File: src/rtl/uart_pkg.sv
// Shared constants and state encodings for the 8N1 UART receiver/transmitter.
package uart_pkg;

  localparam int DATA_BITS = 8;

  typedef enum logic [2:0] {
    RX_IDLE,
    RX_START,
    RX_DATA,
    RX_STOP,
    RX_WAIT_HIGH
  } rx_state_t;

  typedef enum logic [1:0] {
    TX_IDLE,
    TX_START,
    TX_DATA,
    TX_STOP
  } tx_state_t;

endpackage

File: src/rtl/uart_bit_timer.sv
// Modulo-CLKS_PER_BIT bit-period counter; ticks are combinational from the count, zero latency.
// Held at zero while clr is high, so the first cycle after clr drops is cycle 0 of a bit.
module uart_bit_timer #(
  parameter int CLKS_PER_BIT = 4
) (
  input  logic clk,
  input  logic reset,
  input  logic clr,
  output logic mid_tick,
  output logic end_tick
);

  localparam int CW = $clog2(CLKS_PER_BIT);
  localparam logic [CW-1:0] MID_CNT  = CW'(CLKS_PER_BIT / 2 - 1);
  localparam logic [CW-1:0] LAST_CNT = CW'(CLKS_PER_BIT - 1);

  logic [CW-1:0] cnt_q, cnt_d;

  assign mid_tick = !clr && (cnt_q == MID_CNT);
  assign end_tick = !clr && (cnt_q == LAST_CNT);

  always_comb begin
    cnt_d = cnt_q + CW'(1);
    if (clr || end_tick) begin
      cnt_d = '0;
    end
  end

  always_ff @(posedge clk or negedge reset) begin
    if (!reset) begin
      cnt_q <= '0;
    end else begin
      cnt_q <= cnt_d;
    end
  end

endmodule

File: src/rtl/uart_rx_buf_tx.sv
// 8N1 UART: synchronised receiver feeding a one-byte holding buffer, plus an independent transmitter.
// rx_ready/rx_byte update one clock after the stop-bit sample; no backpressure, new bytes overwrite.
module uart_rx_buf_tx
  import uart_pkg::*;
#(
  parameter int CLKS_PER_BIT = 4
) (
  input  logic                 clk,
  input  logic                 reset,
  input  logic                 rx,
  output logic [DATA_BITS-1:0] rx_byte,
  output logic                 rx_ready,
  output logic                 rx_frame_err,
  input  logic [DATA_BITS-1:0] tx_byte,
  input  logic                 tx_enable,
  output logic                 tx,
  output logic                 tx_busy
);

  localparam int IW = $clog2(DATA_BITS);
  localparam logic [IW-1:0] LAST_BIT = IW'(DATA_BITS - 1);

  logic                 rx_meta_q, rx_s_q;
  rx_state_t            rx_state_q, rx_state_d;
  logic [IW-1:0]        rx_idx_q, rx_idx_d;
  logic [DATA_BITS-1:0] rx_shift_q, rx_shift_d;
  logic                 rx_valid_q, rx_valid_d;
  logic                 rx_frame_err_q, rx_frame_err_d;
  logic [DATA_BITS-1:0] rx_byte_q, rx_byte_d;
  logic                 rx_ready_q, rx_ready_d;
  logic                 rx_tmr_clr, rx_mid, rx_end_unused;

  tx_state_t            tx_state_q, tx_state_d;
  logic [IW-1:0]        tx_idx_q, tx_idx_d;
  logic [DATA_BITS-1:0] tx_shift_q, tx_shift_d;
  logic                 tx_q, tx_d;
  logic                 tx_busy_q, tx_busy_d;
  logic                 tx_tmr_clr, tx_end, tx_mid_unused;

  // The receive timer only runs once a start edge is seen, so mid_tick lands mid-bit.
  assign rx_tmr_clr = (rx_state_q == RX_IDLE) || (rx_state_q == RX_WAIT_HIGH);
  assign tx_tmr_clr = (tx_state_q == TX_IDLE);

  uart_bit_timer #(.CLKS_PER_BIT(CLKS_PER_BIT)) u_rx_timer (
    .clk      (clk),
    .reset    (reset),
    .clr      (rx_tmr_clr),
    .mid_tick (rx_mid),
    .end_tick (rx_end_unused)
  );

  uart_bit_timer #(.CLKS_PER_BIT(CLKS_PER_BIT)) u_tx_timer (
    .clk      (clk),
    .reset    (reset),
    .clr      (tx_tmr_clr),
    .mid_tick (tx_mid_unused),
    .end_tick (tx_end)
  );

  always_comb begin
    rx_state_d     = rx_state_q;
    rx_idx_d       = rx_idx_q;
    rx_shift_d     = rx_shift_q;
    rx_valid_d     = 1'b0;
    rx_frame_err_d = 1'b0;
    case (rx_state_q)
      RX_IDLE:      if (!rx_s_q) rx_state_d = RX_START;
      RX_START: begin
        if (rx_mid) begin
          rx_state_d = rx_s_q ? RX_IDLE : RX_DATA;
          rx_idx_d   = '0;
        end
      end
      RX_DATA: begin
        if (rx_mid) begin
          rx_shift_d = {rx_s_q, rx_shift_q[DATA_BITS-1:1]};
          rx_idx_d   = rx_idx_q + IW'(1);
          if (rx_idx_q == LAST_BIT) rx_state_d = RX_STOP;
        end
      end
      RX_STOP: begin
        if (rx_mid) begin
          rx_valid_d     = rx_s_q;
          rx_frame_err_d = !rx_s_q;
          rx_state_d     = rx_s_q ? RX_IDLE : RX_WAIT_HIGH;
        end
      end
      RX_WAIT_HIGH: if (rx_s_q) rx_state_d = RX_IDLE;
      default:      rx_state_d = RX_IDLE;
    endcase
  end

  always_comb begin
    rx_byte_d  = rx_valid_q ? rx_shift_q : rx_byte_q;
    rx_ready_d = rx_valid_q;
  end

  always_comb begin
    tx_state_d = tx_state_q;
    tx_idx_d   = tx_idx_q;
    tx_shift_d = tx_shift_q;
    tx_d       = tx_q;
    tx_busy_d  = tx_busy_q;
    case (tx_state_q)
      TX_IDLE: begin
        if (tx_enable) begin
          tx_shift_d = tx_byte;
          tx_busy_d  = 1'b1;
          tx_d       = 1'b0;
          tx_state_d = TX_START;
        end
      end
      TX_START: begin
        if (tx_end) begin
          tx_d       = tx_shift_q[0];
          tx_shift_d = {1'b0, tx_shift_q[DATA_BITS-1:1]};
          tx_idx_d   = '0;
          tx_state_d = TX_DATA;
        end
      end
      TX_DATA: begin
        if (tx_end) begin
          if (tx_idx_q == LAST_BIT) begin
            tx_d       = 1'b1;
            tx_state_d = TX_STOP;
          end else begin
            tx_d       = tx_shift_q[0];
            tx_shift_d = {1'b0, tx_shift_q[DATA_BITS-1:1]};
            tx_idx_d   = tx_idx_q + IW'(1);
          end
        end
      end
      TX_STOP: begin
        if (tx_end) begin
          tx_busy_d  = 1'b0;
          tx_state_d = TX_IDLE;
        end
      end
      default: tx_state_d = TX_IDLE;
    endcase
  end

  always_ff @(posedge clk or negedge reset) begin
    if (!reset) begin
      rx_meta_q      <= 1'b1;
      rx_s_q         <= 1'b1;
      rx_state_q     <= RX_IDLE;
      rx_idx_q       <= '0;
      rx_shift_q     <= '0;
      rx_valid_q     <= 1'b0;
      rx_frame_err_q <= 1'b0;
      rx_byte_q      <= '0;
      rx_ready_q     <= 1'b0;
      tx_state_q     <= TX_IDLE;
      tx_idx_q       <= '0;
      tx_shift_q     <= '0;
      tx_q           <= 1'b1;
      tx_busy_q      <= 1'b0;
    end else begin
      rx_meta_q      <= rx;
      rx_s_q         <= rx_meta_q;
      rx_state_q     <= rx_state_d;
      rx_idx_q       <= rx_idx_d;
      rx_shift_q     <= rx_shift_d;
      rx_valid_q     <= rx_valid_d;
      rx_frame_err_q <= rx_frame_err_d;
      rx_byte_q      <= rx_byte_d;
      rx_ready_q     <= rx_ready_d;
      tx_state_q     <= tx_state_d;
      tx_idx_q       <= tx_idx_d;
      tx_shift_q     <= tx_shift_d;
      tx_q           <= tx_d;
      tx_busy_q      <= tx_busy_d;
    end
  end

  assign rx_byte      = rx_byte_q;
  assign rx_ready     = rx_ready_q;
  assign rx_frame_err = rx_frame_err_q;
  assign tx           = tx_q;
  assign tx_busy      = tx_busy_q;

endmodule

File: config.mk
export PLATFORM = sky130hd
export DESIGN_NAME = uart_rx_buf_tx
export DESIGN_NICKNAME = d
export VERILOG_FILES = /design/src/rtl/uart_pkg.sv /design/src/rtl/uart_bit_timer.sv /design/src/rtl/uart_rx_buf_tx.sv
export SDC_FILE = /design/constraint.sdc
export NUM_CORES = 1
export LEC_CHECK = 0
export CORE_MARGIN = 2
export CORE_UTILIZATION = 45
export CTS_CLUSTER_SIZE = 24
export DETAILED_ROUTE_END_ITERATION = 8
export PLACE_DENSITY = 0.69
export RECOVER_POWER = 25
export SETUP_SLACK_MARGIN = 0.15
export SLEW_MARGIN = 25
export SYNTH_ARGS = -nofsm -noshare
export SYNTH_HDL_FRONTEND = slang
export SYNTH_HIERARCHICAL = 1
export SYNTH_SLANG_ARGS = --single-unit
File: constraint.sdc
create_clock -name clk -period 2 [get_ports clk]
set_input_delay 0.2 -clock clk [delete_from_list [all_inputs] [get_ports clk]]
set_output_delay 0.2 -clock clk [all_outputs]
set_load 0.05 [all_outputs]
==> results.md <==
Power and ir drop:
- The ratio of total power to cell area is 1530 nW/um2.
- The highest ir drop seen on vdd is 0.571 mV.
- The post-route total power is 4220 uW.
- For this design the static power due to leakage is 0.00126 uW.

Run status:
- The flow ran to the end, and the final reports show no timing, DRC or antenna violations.

Drt:
- The number of violations reported at the end of detailed-routing iteration 0 is 58.
- The routed wire length is 3870 um.
- Across all layers, the routed design uses 1,403 vias.
- The detailed-route wire length per cell is 14.9 um.
- The number of DRC violations after detailed routing is 0.
- The count of TritonRoute iterations in the first routing pass is 4.
- The count of antenna-violating nets left after detailed routing is 0.
- Using the TritonRoute via totals, the vias-per-cell ratio works out to 5.40.

CTS:
- The maximum number of buffers from clock root to sink is 2.
- CTS built an H-tree with a depth of 2.
- The tree is rooted in a sky130_fd_sc_hd__clkbuf_8.
- For this design, the sink count on the clock tree is 46.
- Clock latency on the worst-skew pair, taken at its later pin, is 0.30 ns.
- The TritonCTS clock tree is done.
- The register clock-pin slew on the reported worst setup and hold paths is 0.08 ns.
- The TritonCTS buffer count is 5.

Setup path:
- On the critical path, the stage with the largest delay is an instance of sky130_fd_sc_hd__dfrtp_1.
- The worst path buffer plus inverter count is 2.
- The timing startpoint of the critical path is tx_state_q[0]$_DFFE_PN0P_.
- The critical path goes through buf_4, ha_2, o21ba_4, a2111oi_4, buf_6, mux2_2.
- Data on the critical path is required at its endpoint by 2.18 ns.
- The endpoint identified for the worst register-to-register timing path is tx_shift_q[4]$_DFFE_PN0P_.
- The critical path in this run is classified as register to register.
- On the critical path the largest part of the delay comes from flip-flops.
- The kind of capture point of the worst setup path is a register.
- The top fanout value on the critical path is 8.
- The worst endpoint data arrival time is approximately 2.0 ns.
- The sort of element at the start of the critical path is a register.
- The logic depth of the worst register-to-register path is 6.
- The launching point of the worst reg2reg path is tx_state_q[0]$_DFFE_PN0P_.
- The number of stages on the worst setup path is 6.
- The slack of the worst reg-to-reg path is 0.14 ns.
- The worst stage delay on the critical path is 0.44 ns.
- The critical path ends at tx_shift_q[4]$_DFFE_PN0P_.

Place:
- The congestion estimate from routability-driven global placement came to 0.951.
- The number of buffers inserted by port buffering is 23.
- The placed wire-length estimate after detailed placement is between 2000 and 3000 um.

STA:
- The headroom to the max-slew limit is 60.7%.
- For the finished layout, the period the worst path requires is 1.86 ns.
- Setup repair after global routing could not meet its margin everywhere.
- For this run, the top clock speed supported by timing is approximately 540 MHz.
- The worst path uses between 90% and 100% of the clock period.
- The minimum hold slack is 0.359 ns.
- Setup violations remaining at the end of the flow were counted as 0.
- For the pin with the worst max-slew slack, the measured transition is 0.589 ns.
- On the final layout, the worst clock skew is around 0.0055 ns.
- The final-report hold violation count was 0.
- The count of pins over their slew limit came to 0.

Die:
- The die covers 5360 um2.
- The total number of placement rows is 25.
- The horizontal die dimension is around 73 um.
- The starting density of the core is a little under half.
- The area inside the core boundary is 4660 um2.
- Pin placement for this block handled 24 I/O pins.
- The chip height is 73.2 um.

Global route:
- Entering global routing, the biggest net connects 27 pins.
- The first-pass GRT wire length is 6860 um.
- The via count of the first global-routing pass came to 1,413.
- The number of antenna violations at the first check in global routing is 0.
- The overall overflow remaining after global route is 0.
- The overall fraction of global-route tracks in use is about 17%.

Worst hold path:
- The tightest min-delay check is of the register to register type.
- The worst hold path passes through 0 cells.

Synth:
- The Yosys warning count is 6.
- Averaged over all synthesized cells, the footprint is 13.1 um2.
- The synthesized cell area is 2150 um2.
- The post-synth net total is 191.
- The cell count after synthesis is 164.

Final layout:
- Compared with the post-synthesis result, the final layout area differs by 27.6%.
- The number of nets in the layout is 232.
- The repair_antennas step left the layout with diodes totalling 0.
- Of the cells placed in the final design, the portion with a size suffix greater than 1 is 35.4%.

Job:
- Max-cap violations in this run came to 0.
## metal layers
layer / up-vias / track usage (%) / part of all wire (%)
li1: 668 / - / -
met2: 19 / 27.5 / 52
met1: 708 / 21.6 / 43
met3: 8 / 4.14 / 2.8
met5: - / 0 / 0
met4: 0 / 6.17 / 2.1
## worst reg2reg max path: stages, from the launching register on
cell,delay (ns)
sky130_fd_sc_hd__dfrtp_1,0.44
sky130_fd_sc_hd__buf_4,0.15
sky130_fd_sc_hd__ha_2,0.21
sky130_fd_sc_hd__o21ba_4,0.21
sky130_fd_sc_hd__a2111oi_4,0.20
sky130_fd_sc_hd__buf_6,0.19
sky130_fd_sc_hd__mux2_2,0.34
## state kept, by name, summed over array words and instances (netlist names)
name / cells
rx_shift_q: 8
rx_ready: 1
tx_state_q: 2
rx_frame_err: 1
tx_busy: 1
tx_idx_q: 3
rx_state_q: 3
rx_idx_q: 3
u_tx_timer/cnt_q: 2
rx_ready_d: 1
rx_meta_q: 1
u_rx_timer/cnt_q: 2
rx_s_q: 1
tx_shift_q: 8
tx: 1
rx_byte: 8
## placed cells by master (no fill, tap or decap), types with 2 or more instances in the layout
cell and n:
sky130_fd_sc_hd__nor2b_1 5, sky130_fd_sc_hd__dlygate4sd3_1 2, sky130_fd_sc_hd__a21oi_1 2, sky130_fd_sc_hd__ha_2 3
sky130_fd_sc_hd__nand3_1 2, sky130_fd_sc_hd__inv_2 2, sky130_fd_sc_hd__a31oi_1 3, sky130_fd_sc_hd__buf_12 2
sky130_fd_sc_hd__ha_4 2, sky130_fd_sc_hd__dfrtp_1 42, sky130_fd_sc_hd__nand2_1 7, sky130_fd_sc_hd__nor2_1 6
sky130_fd_sc_hd__clkbuf_1 2, sky130_fd_sc_hd__dfstp_2 3, sky130_fd_sc_hd__ha_1 10, sky130_fd_sc_hd__nor2b_2 2
sky130_fd_sc_hd__clkbuf_8 5, sky130_fd_sc_hd__clkdlybuf4s50_1 20, sky130_fd_sc_hd__mux2_4 2, sky130_fd_sc_hd__mux2i_1 2
sky130_fd_sc_hd__a32oi_1 2, sky130_fd_sc_hd__inv_1 5, sky130_fd_sc_hd__o2bb2ai_1 7, sky130_fd_sc_hd__nor3b_1 2
sky130_fd_sc_hd__mux2_2 31, sky130_fd_sc_hd__o211ai_1 2, sky130_fd_sc_hd__nor3_1 6, sky130_fd_sc_hd__buf_4 11
## repair_timing
item | CTS | global route
buffers inserted | 5 | 1
resized for setup | 8 | 4
hold buffers | 1 | 0
endpoints found under the setup margin | 10 | 16
pin swaps | 2 | 0
hold endpoints to repair | 24 | 0
## how the worst min path moves through the flow
stage | endpoint | slack, ns | startpoint
after floorplan | rx_byte[0]$_DFFE_PN0P_ | -0.1 | reset
after global placement | tx_shift_q[7]$_DFFE_PN0P_ | 0.23 | reset
after detailed placement | tx_shift_q[1]$_DFFE_PN0P_ | 0.24 | reset
after CTS | rx_meta_q$_DFF_PN1_ | 0.29 | rx
after global routing | rx_s_q$_DFF_PN1_ | 0.36 | rx_meta_q$_DFF_PN1_
final | rx_s_q$_DFF_PN1_ | 0.36 | rx_meta_q$_DFF_PN1_
## stage by stage
| stage | utilization, % | TNS [ns] | cell area [um2] | std cells | setup WS, ns |
|---|---|---|---|---|---|
| after floorplan | - | -0.0511 | 2180 | 164 | -0.00731 |
| after global placement | 54.6 | 0 | 2550 | 245 | 0.0711 |
| after detailed placement | 54.6 | -0.115 | 2550 | 245 | -0.0264 |
| after CTS | 58.6 | 0 | 2730 | 259 | 0.165 |
| after global routing | 59.0 | 0 | 2750 | 260 | 0.0654 |
| final | 59.0 | 0 | 2750 | 260 | 0.145 |
## report_power, final
| part | total [uW] | internal, uW | leakage [uW] | switching (uW) |
|---|---|---|---|---|
| registers | 1430 | 1230 | 0.000585 | 202 |
| clock network | 683 | 373 | 0.0000514 | 310 |
| logic | 2100 | 1130 | 0.000621 | 977 |
| total | 4220 | 2730 | 0.00126 | 1490 |
## final cells by class
class	count	area, um2
fill	372	1910
sequential	46	1160
multi-input combinational	106	1010
timing repair buffer	39	375
clock buffer	6	72.6
tap	54	67.6
clock inverter	2	37.5
inverter	7	26.3
Power figures use the tool's default switching activity.
